$ cat config.mk
export PLATFORM = sky130hd
export DESIGN_NAME = rr_req_arbiter
export DESIGN_NICKNAME = d
export VERILOG_FILES = /design/src/rtl/rr_req_arbiter.sv
export SDC_FILE = /design/constraint.sdc
export NUM_CORES = 1
export LEC_CHECK = 0
export CAP_MARGIN = 15
export CORE_MARGIN = 2
export CORE_UTILIZATION = 46
export DETAILED_ROUTE_END_ITERATION = 6
export PLACE_DENSITY_LB_ADDON = 0.05
export RECOVER_POWER = 100
export SETUP_SLACK_MARGIN = 0.3
export SLEW_MARGIN = 20
export SYNTH_ARGS = -nofsm -noshare
export SYNTH_HDL_FRONTEND = slang
export SYNTH_SLANG_ARGS = --single-unit
$ cat constraint.sdc
create_clock -name clk -period 1.9 [get_ports clk]
set_clock_uncertainty 0.1 [all_clocks]
set_input_delay 0.285 -clock clk [delete_from_list [all_inputs] [get_ports clk]]
set_output_delay 0.285 -clock clk [all_outputs]
set_load 0.02 [all_outputs]
$ cat src/rtl/rr_req_arbiter.sv
// Round-robin arbiter with registered one-hot grant, hold limit and timeout pulse.
// The scan start pointer advances past each released owner.
module rr_req_arbiter #(
    parameter int N        = 8,
    parameter int IDX_W    = 3,
    parameter int MAX_HOLD = 16
) (
    input  logic             clk,
    input  logic             rst_n,
    input  logic             en,
    input  logic [N-1:0]     req,
    output logic [N-1:0]     gnt,
    output logic [IDX_W-1:0] gnt_idx,
    output logic             gnt_vld,
    output logic             timeout
);

    localparam int HW = (MAX_HOLD > 2) ? $clog2(MAX_HOLD) : 1;

    typedef enum logic {IDLE, BUSY} state_t;

    state_t           state;
    logic [IDX_W-1:0] ptr;
    logic [HW-1:0]    hold_cnt;

    logic [IDX_W-1:0] hi_sel;
    logic [IDX_W-1:0] lo_sel;
    logic [IDX_W-1:0] sel;
    logic [IDX_W-1:0] ptr_nxt;
    logic             hi_found;
    logic             lo_found;
    logic             any_req;
    logic             owner_req;
    logic             hold_end;

    // Lowest requester at or above ptr wins; otherwise wrap to the lowest below it.
    always_comb begin
        hi_sel   = '0;
        lo_sel   = '0;
        hi_found = 1'b0;
        lo_found = 1'b0;
        for (int i = N - 1; i >= 0; i--) begin
            if (req[i]) begin
                if (i >= int'(ptr)) begin
                    hi_found = 1'b1;
                    hi_sel   = IDX_W'(i);
                end else begin
                    lo_found = 1'b1;
                    lo_sel   = IDX_W'(i);
                end
            end
        end
    end

    assign sel       = hi_found ? hi_sel : lo_sel;
    assign any_req   = hi_found | lo_found;
    assign owner_req = req[gnt_idx];
    assign hold_end  = (hold_cnt == HW'(MAX_HOLD - 1));
    assign ptr_nxt   = (gnt_idx == IDX_W'(N - 1)) ? '0 : gnt_idx + 1'b1;

    always_ff @(posedge clk or negedge rst_n) begin
        if (!rst_n) begin
            state    <= IDLE;
            ptr      <= '0;
            hold_cnt <= '0;
            gnt      <= '0;
            gnt_idx  <= '0;
            gnt_vld  <= 1'b0;
            timeout  <= 1'b0;
        end else begin
            timeout <= 1'b0;
            unique case (state)
                IDLE: begin
                    if (en && any_req) begin
                        state    <= BUSY;
                        gnt      <= N'(1) << sel;
                        gnt_idx  <= sel;
                        gnt_vld  <= 1'b1;
                        hold_cnt <= '0;
                    end
                end
                BUSY: begin
                    if (!owner_req || hold_end) begin
                        state    <= IDLE;
                        gnt      <= '0;
                        gnt_idx  <= '0;
                        gnt_vld  <= 1'b0;
                        ptr      <= ptr_nxt;
                        hold_cnt <= '0;
                        timeout  <= owner_req;
                    end else begin
                        hold_cnt <= hold_cnt + 1'b1;
                    end
                end
                default: state <= IDLE;
            endcase
        end
    end

endmodule

=== Yosys cells after proc, flatten, opt, wreduce, memory -nomap -nowiden ===
Cells that the tools add are included.

* Magnitude comparators: 8
* Muxes and demuxes: 79
* Equality and inequality tests: 4
* Shift-type cells: 1
* Add/sub/neg operators: 2
* Bitwise operators: 2
* Reductions and logical operators: 5

{| class="wikitable"
|+ Operator list
! cell !! count
|-
| $mux W3 || 33
|-
| $mux W1 || 36
|-
| $mux W8 || 2
|-
| $pmux W8 S2 || 1
|-
| $ge A3 B3 Y1 const A || 3
|-
| $mux W4 || 2
|-
| $pmux W4 S2 || 1
|-
| $shl A1 B3 Y8 const A || 1
|-
| $ge A1 B3 Y1 const A || 2
|-
| $ge A2 B3 Y1 const A || 2
|-
| $pmux W3 S2 || 1
|-
| $add A4 B1 Y4 const B || 1
|-
| $eq A4 B4 Y1 const B || 1
|-
| $lt A3 B4 Y1 const B || 1
|-
| $pmux W1 S2 || 2
|-
| $reduce_and A2 Y1 || 2
|-
| $add A3 B1 Y3 const B || 1
|-
| $bmux W1 S3 || 1
|-
| $eq A3 B3 Y1 const B || 1
|-
| $ne A2 B1 Y1 const B || 1
|-
| $ne A2 B2 Y1 const B || 1
|-
| $logic_and A1 B1 Y1 || 1
|-
| $logic_not A1 Y1 || 1
|-
| $logic_or A1 B1 Y1 || 1
|-
| 2 further kinds || 2
|}

* Logic and storage cells: 108
* Register bits: 21

=== Depth between registers and ports, before layout ===
* Word-level depth: 19
* Gate-level depth with buffers: 8

=== Worst setup path before layout ===
Ideal clock, no wire load.

* Path kind: flip-flop to flip-flop
* Start: register gnt_idx[0]
* End: register gnt[4]
* Arrival time: 1.850 ns
* Path slack: -0.172 ns
* Setup time: 0.122 ns
* Cell stages (with the launch flop): 7
* Buffers on the path: 1
* Cell sequence: dfrtp_1 -> mux4_2 -> mux2i_4 -> o21ai_2 -> and2_1 -> buf_6 -> a32o_1

* Longest elaborated chain between the ends: 6

{| class="wikitable"
|+ RTL lines
! item !! RTL line !! RTL
|-
| start: declaration || 13 || <nowiki>output logic [IDX_W-1:0] gnt_idx,</nowiki>
|-
| start signal: assignment || 77 || <nowiki>gnt_idx <= sel;</nowiki>
|-
| $bmux W1 S3 || 57 || <nowiki>assign owner_req = req[gnt_idx];</nowiki>
|-
| $mux W1 (implied by the code) || 57 ||
|-
| $logic_not A1 Y1 || 83 || <nowiki>if (!owner_req || hold_end) begin</nowiki>
|-
| $logic_or A1 B1 Y1 || 83 ||
|-
| $ne A2 B1 Y1 (no line) || -- ||
|-
| $reduce_and A2 Y1 (no line) || -- ||
|-
| end signal: assignment || 76 || <nowiki>gnt <= N'(1) << sel;</nowiki>
|-
| end: declaration || 12 || <nowiki>output logic [N-1:0] gnt,</nowiki>
|}

No other way between the ends. The select of a mux whose other input is x is not followed.
A chain may end at the register's enable or synchronous reset.

=== Final worst setup path ===
* Start: register ptr[2]
* End: register gnt[7]

* Longest elaborated chain between the ends: 19
* Elaborated cells between the ends (all ways): 71
* Classes of those cells: order compare: 7; eq/ne: 1; shift: 1; mux: 59; bitwise: 1; reduce/logical: 2

{| class="wikitable"
|+ RTL lines
! item !! RTL line !! RTL
|-
| start: declaration || 23 || <nowiki>logic [IDX_W-1:0] ptr;</nowiki>
|-
| start signal: assignment || 88 || <nowiki>ptr <= ptr_nxt;</nowiki>
|-
| $ge A3 B3 Y1 || 44 || <nowiki>if (i >= int'(ptr)) begin</nowiki>
|-
| $mux W3 / $mux W1 (equally long branches) || 44 ||
|-
| $mux W3 / $mux W1 (equally long branches) || 43 || <nowiki>if (req[i]) begin</nowiki>
|-
| $mux W3 / $mux W1 (equally long branches) || 44 ||
|-
| $mux W3 / $mux W1 (equally long branches) || 43 ||
|-
| $mux W3 / $mux W1 (equally long branches) || 44 ||
|-
| $mux W3 / $mux W1 (equally long branches) || 43 ||
|-
| $mux W3 / $mux W1 (equally long branches) || 44 ||
|-
| (+3 left out) || -- ||
|-
| $mux W3 / $mux W1 (equally long branches) || 44 ||
|-
| $mux W3 / $mux W1 (equally long branches) || 43 ||
|-
| $mux W3 / $mux W1 (equally long branches) || 44 ||
|-
| $mux W3 / $mux W1 (equally long branches) || 43 ||
|-
| $mux W3 / $or A1 B1 Y1 (equally long branches) || 55, 56 ||
|-
| $shl A1 B3 Y8 / $logic_and A1 B1 Y1 (equally long branches) || 76, 74 ||
|-
| $mux W8 / $ne A2 B2 Y1 (equally long branches) || -- ||
|-
| $pmux W8 S2 / $reduce_and A2 Y1 (equally long branches) || -- ||
|}

Several ways; a longest one is shown, not always the timed one. The select of a mux whose other input is x is not followed.

==> qor.yml <==
sta:
  tightestPinTransition_ps: 1120
  setup_slack_ps: -51.2
  setup_violations: 7
  final_max_slew_viol_count: 0
  max_clock_freq_ghz: 0.513
  hold_viol: 0
  fin_crit_sh_pct: 103
  min_period_ps: 1950
  rsz0062_at_grt: "yes"
  slew_headroom_pct: 25.4
logic_synthesis:
  yosys_warnings: 0
  synth_top_flop_cell: "dfrtp_1"
  syn-cell-area_sq_um: 1320
  synthDistinctLibCells: 46
  syn_area_per_cell_sq_um: 9.51
  yosysTopAreaCellShare_pct: 39.7
  synth_top_cell_by_area: "dfrtp_1"
  synth_edf_count: 0
  async_flop_share_pct: 100
  synth_cells: 139
  syn-num-nets: 153
  yosys-top-cells-area: "dfrtp_1 40%, a21oi_1 4.5%, mux4_2 3.4%"
  synth_seq_cells: 21
  synth.yosys.seq_area_share_pct: 39.7
die:
  die_h_um: 57.6
  dieArea_sq_um: 3320
  initial_core_util_pct: 48.4
  io_pins: 24
  std_cell_rows: 19
  die_width_um: 57.6
  core_area_sq_um: 2730
worst_setup_path:
  crit_fanout: 6
  path_buf_inv: 1
  cp.required_ps: 2010
  critical_path_class: "reg2reg"
  cp_slowest_cell: "dfrtp_2"
  end_kind: "register"
  startpoint_type: "register"
  critPathTopFamily: "compound AO/OA/AOI/OAI gates"
  path_cells: "buf_6, nand4b_1, nand2_1, a21oi_2, nor4b_4, o32a_1, a32o_1"
  arrival_ps: 2060
  slowest_delay_ps: 490
power:
  p_leak_nw: 0.945
  peakVddDrop_mv: 1.21
  finalPower_mw: 2.93
  power_density_nw_per_um2: 1480
grt:
  grt_pass1_wl_um: 6220
  grt_max_degree: 22
  antenna_found_initial: 0
  grt_overflow: 0
  grt_usage_pct: 24.1
  grt_pass1_vias: 1289
detailed_routing:
  wl_per_cell_um: 17.3
  dr.pass1.iters: 4
  wl_um: 3860
  drt-initial-drc-count: 58
  vias: 1315
  drcViolationCount: 0
  vias_per_cell: 5.90
  ant_nets: 0
status:
  violations: "negative setup slack"
  status: "finished, violations left"
placement:
  dp.cells: 215
  gp_congestion: 0.907
  port_buffers: 23
  dp_hpwl_um: 2740
clocking:
  clkLatencyLatePin_ps: 310
  tritoncts: "done"
  ctsHtreeMaxLevel: 1
  clock_sinks: 21
  cts_root_buffer: "clkbuf_4"
  cts_made_buffers: 3
  clkTransAtPathRegs_ps: 120
  clk_path_buf_depth: 2
layout:
  stdcell_count: 223
  num_antenna_cells: 0
  areaGrowthSynthToFinish_pct: 50.0
  fin_nets: 207
  drive_gt1_share_pct: 38.5
flow_run:
  max_cap_violations: 0
worst_hold_path:
  min_path_type: "reg2reg"
-- synthesized netlist by cell type (4+ instances only) --
cell,instances
a32o_1,4
o31ai_1,5
dfrtp_1,21
nand2_1,12
a21oi_1,12
nor2_1,10
nand3_1,7
o21ai_0,6
inv_1,4
-- final timing paths --
kind / from / to / slack (ps) / cells past startpoint
hold / removal: gnt_vld / gnt_vld / 380 / 2
hold reg to reg: gnt_vld / gnt_vld / 380 / 2
setup / recovery: ptr[2] / gnt[7] / -50 / 7
min in group asynchronous: rst_n / gnt_idx[1] / 600 / 2
setup reg to reg: ptr[2] / gnt[7] / -50 / 7
max in group asynchronous: rst_n / gnt_idx[0] / 360 / 2
-- per-stage QoR --
stage | hold WS [ps] | cell area [sq um] | utilization (%) | worst slack, ps | setup TNS [ps]
finish | 381 | 1980 | 72.5 | -51.2 | -166
global route | 407 | 1980 | 72.5 | -109 | -1270
CTS | 219 | 1880 | 68.9 | -19.2 | -56.1
detailed placement | 364 | 1780 | 65.1 | -592 | -9190
global placement | 359 | 1780 | 65.1 | -532 | -8480
floorplan | -111 | 1330 | - | -79.8 | -477
-- layout by cell type (no fill, tap or decap), types with 2 or more instances in the layout --
cell,count
a21o_1,3
a21oi_1,8
a21oi_2,4
a32o_1,4
and2_4,2
and3_1,2
buf_4,26
buf_6,4
clkbuf_1,4
clkbuf_4,3
clkdlybuf4s50_1,3
dfrtp_1,17
dfrtp_2,4
dlygate4sd2_1,16
ha_1,3
inv_1,4
inv_2,2
mux4_2,2
nand2_1,11
nand2b_1,2
nand3_1,7
nor2_1,6
nor2_2,3
nor3b_1,3
o21ai_0,5
o21ai_2,2
o22ai_1,2
o2bb2ai_1,2
o31ai_1,2
o31ai_2,3
-- registers in the layout, indices dropped and copies added, names as in the netlist --
name and cells:
gnt_idx 3, hold_cnt 4, ptr 3, state 1
timeout 1, gnt_vld 1, gnt 8
-- report_power, final --
| group | total, mW | internal, mW | switching (mW) |
|---|---|---|---|
| registers | 0.759 | 0.610 | 0.149 |
| logic | 1.95 | 0.930 | 1.02 |
| clock network | 0.222 | 0.0820 | 0.140 |
-- timing repair --
item,4_1_cts,5_1_grt
hold buffers,0,0
buffers inserted,2,2
pin swaps,9,8
endpoints found under the setup margin,33,23
resized for setup,40,24
-- layer usage --
metal	GRT usage [%]	share of wire (%)	vias to the layer above
li1	-	-	631
met1	35.7	45	637
met2	36.2	49	43
met3	5.58	5.3	4
met4	5.65	0.60	0
met5	0	0	-
-- worst reg2reg max path, delay by kind of cell, from the launching register on --
kind                   cells  cell delay (ps)
flip-flops                 1              490
AND/OR/NAND/NOR            3              250
buffers and inverters      1              150
AO/OA/AOI/OAI              3              870
-- final cells by class --
| cell class | count | area, sq um |
|---|---|---|
| fill | 220 | 751 |
| tap | 31 | 38.8 |
| timing repair buffer | 55 | 464 |
| multi-input combinational | 106 | 901 |
| clock buffer | 4 | 26.3 |
| inverter | 6 | 22.5 |
| sequential | 21 | 531 |
-- cell families (layout without fill, tap and decap cells) --
kind of cell             after synthesis  after routing  share of synthesized area, %
adder cells (fa/ha/maj)                3              3                          2.84
AO/OA/AOI/OAI                         51             51                          28.0
buffers and inverters                 12             65                          4.54
flip-flops                            21             21                          39.7
AND/OR/NAND/NOR                       48             48                          18.9
multiplexers                           4              4                          5.96
(Power assumes the default switching activity.)
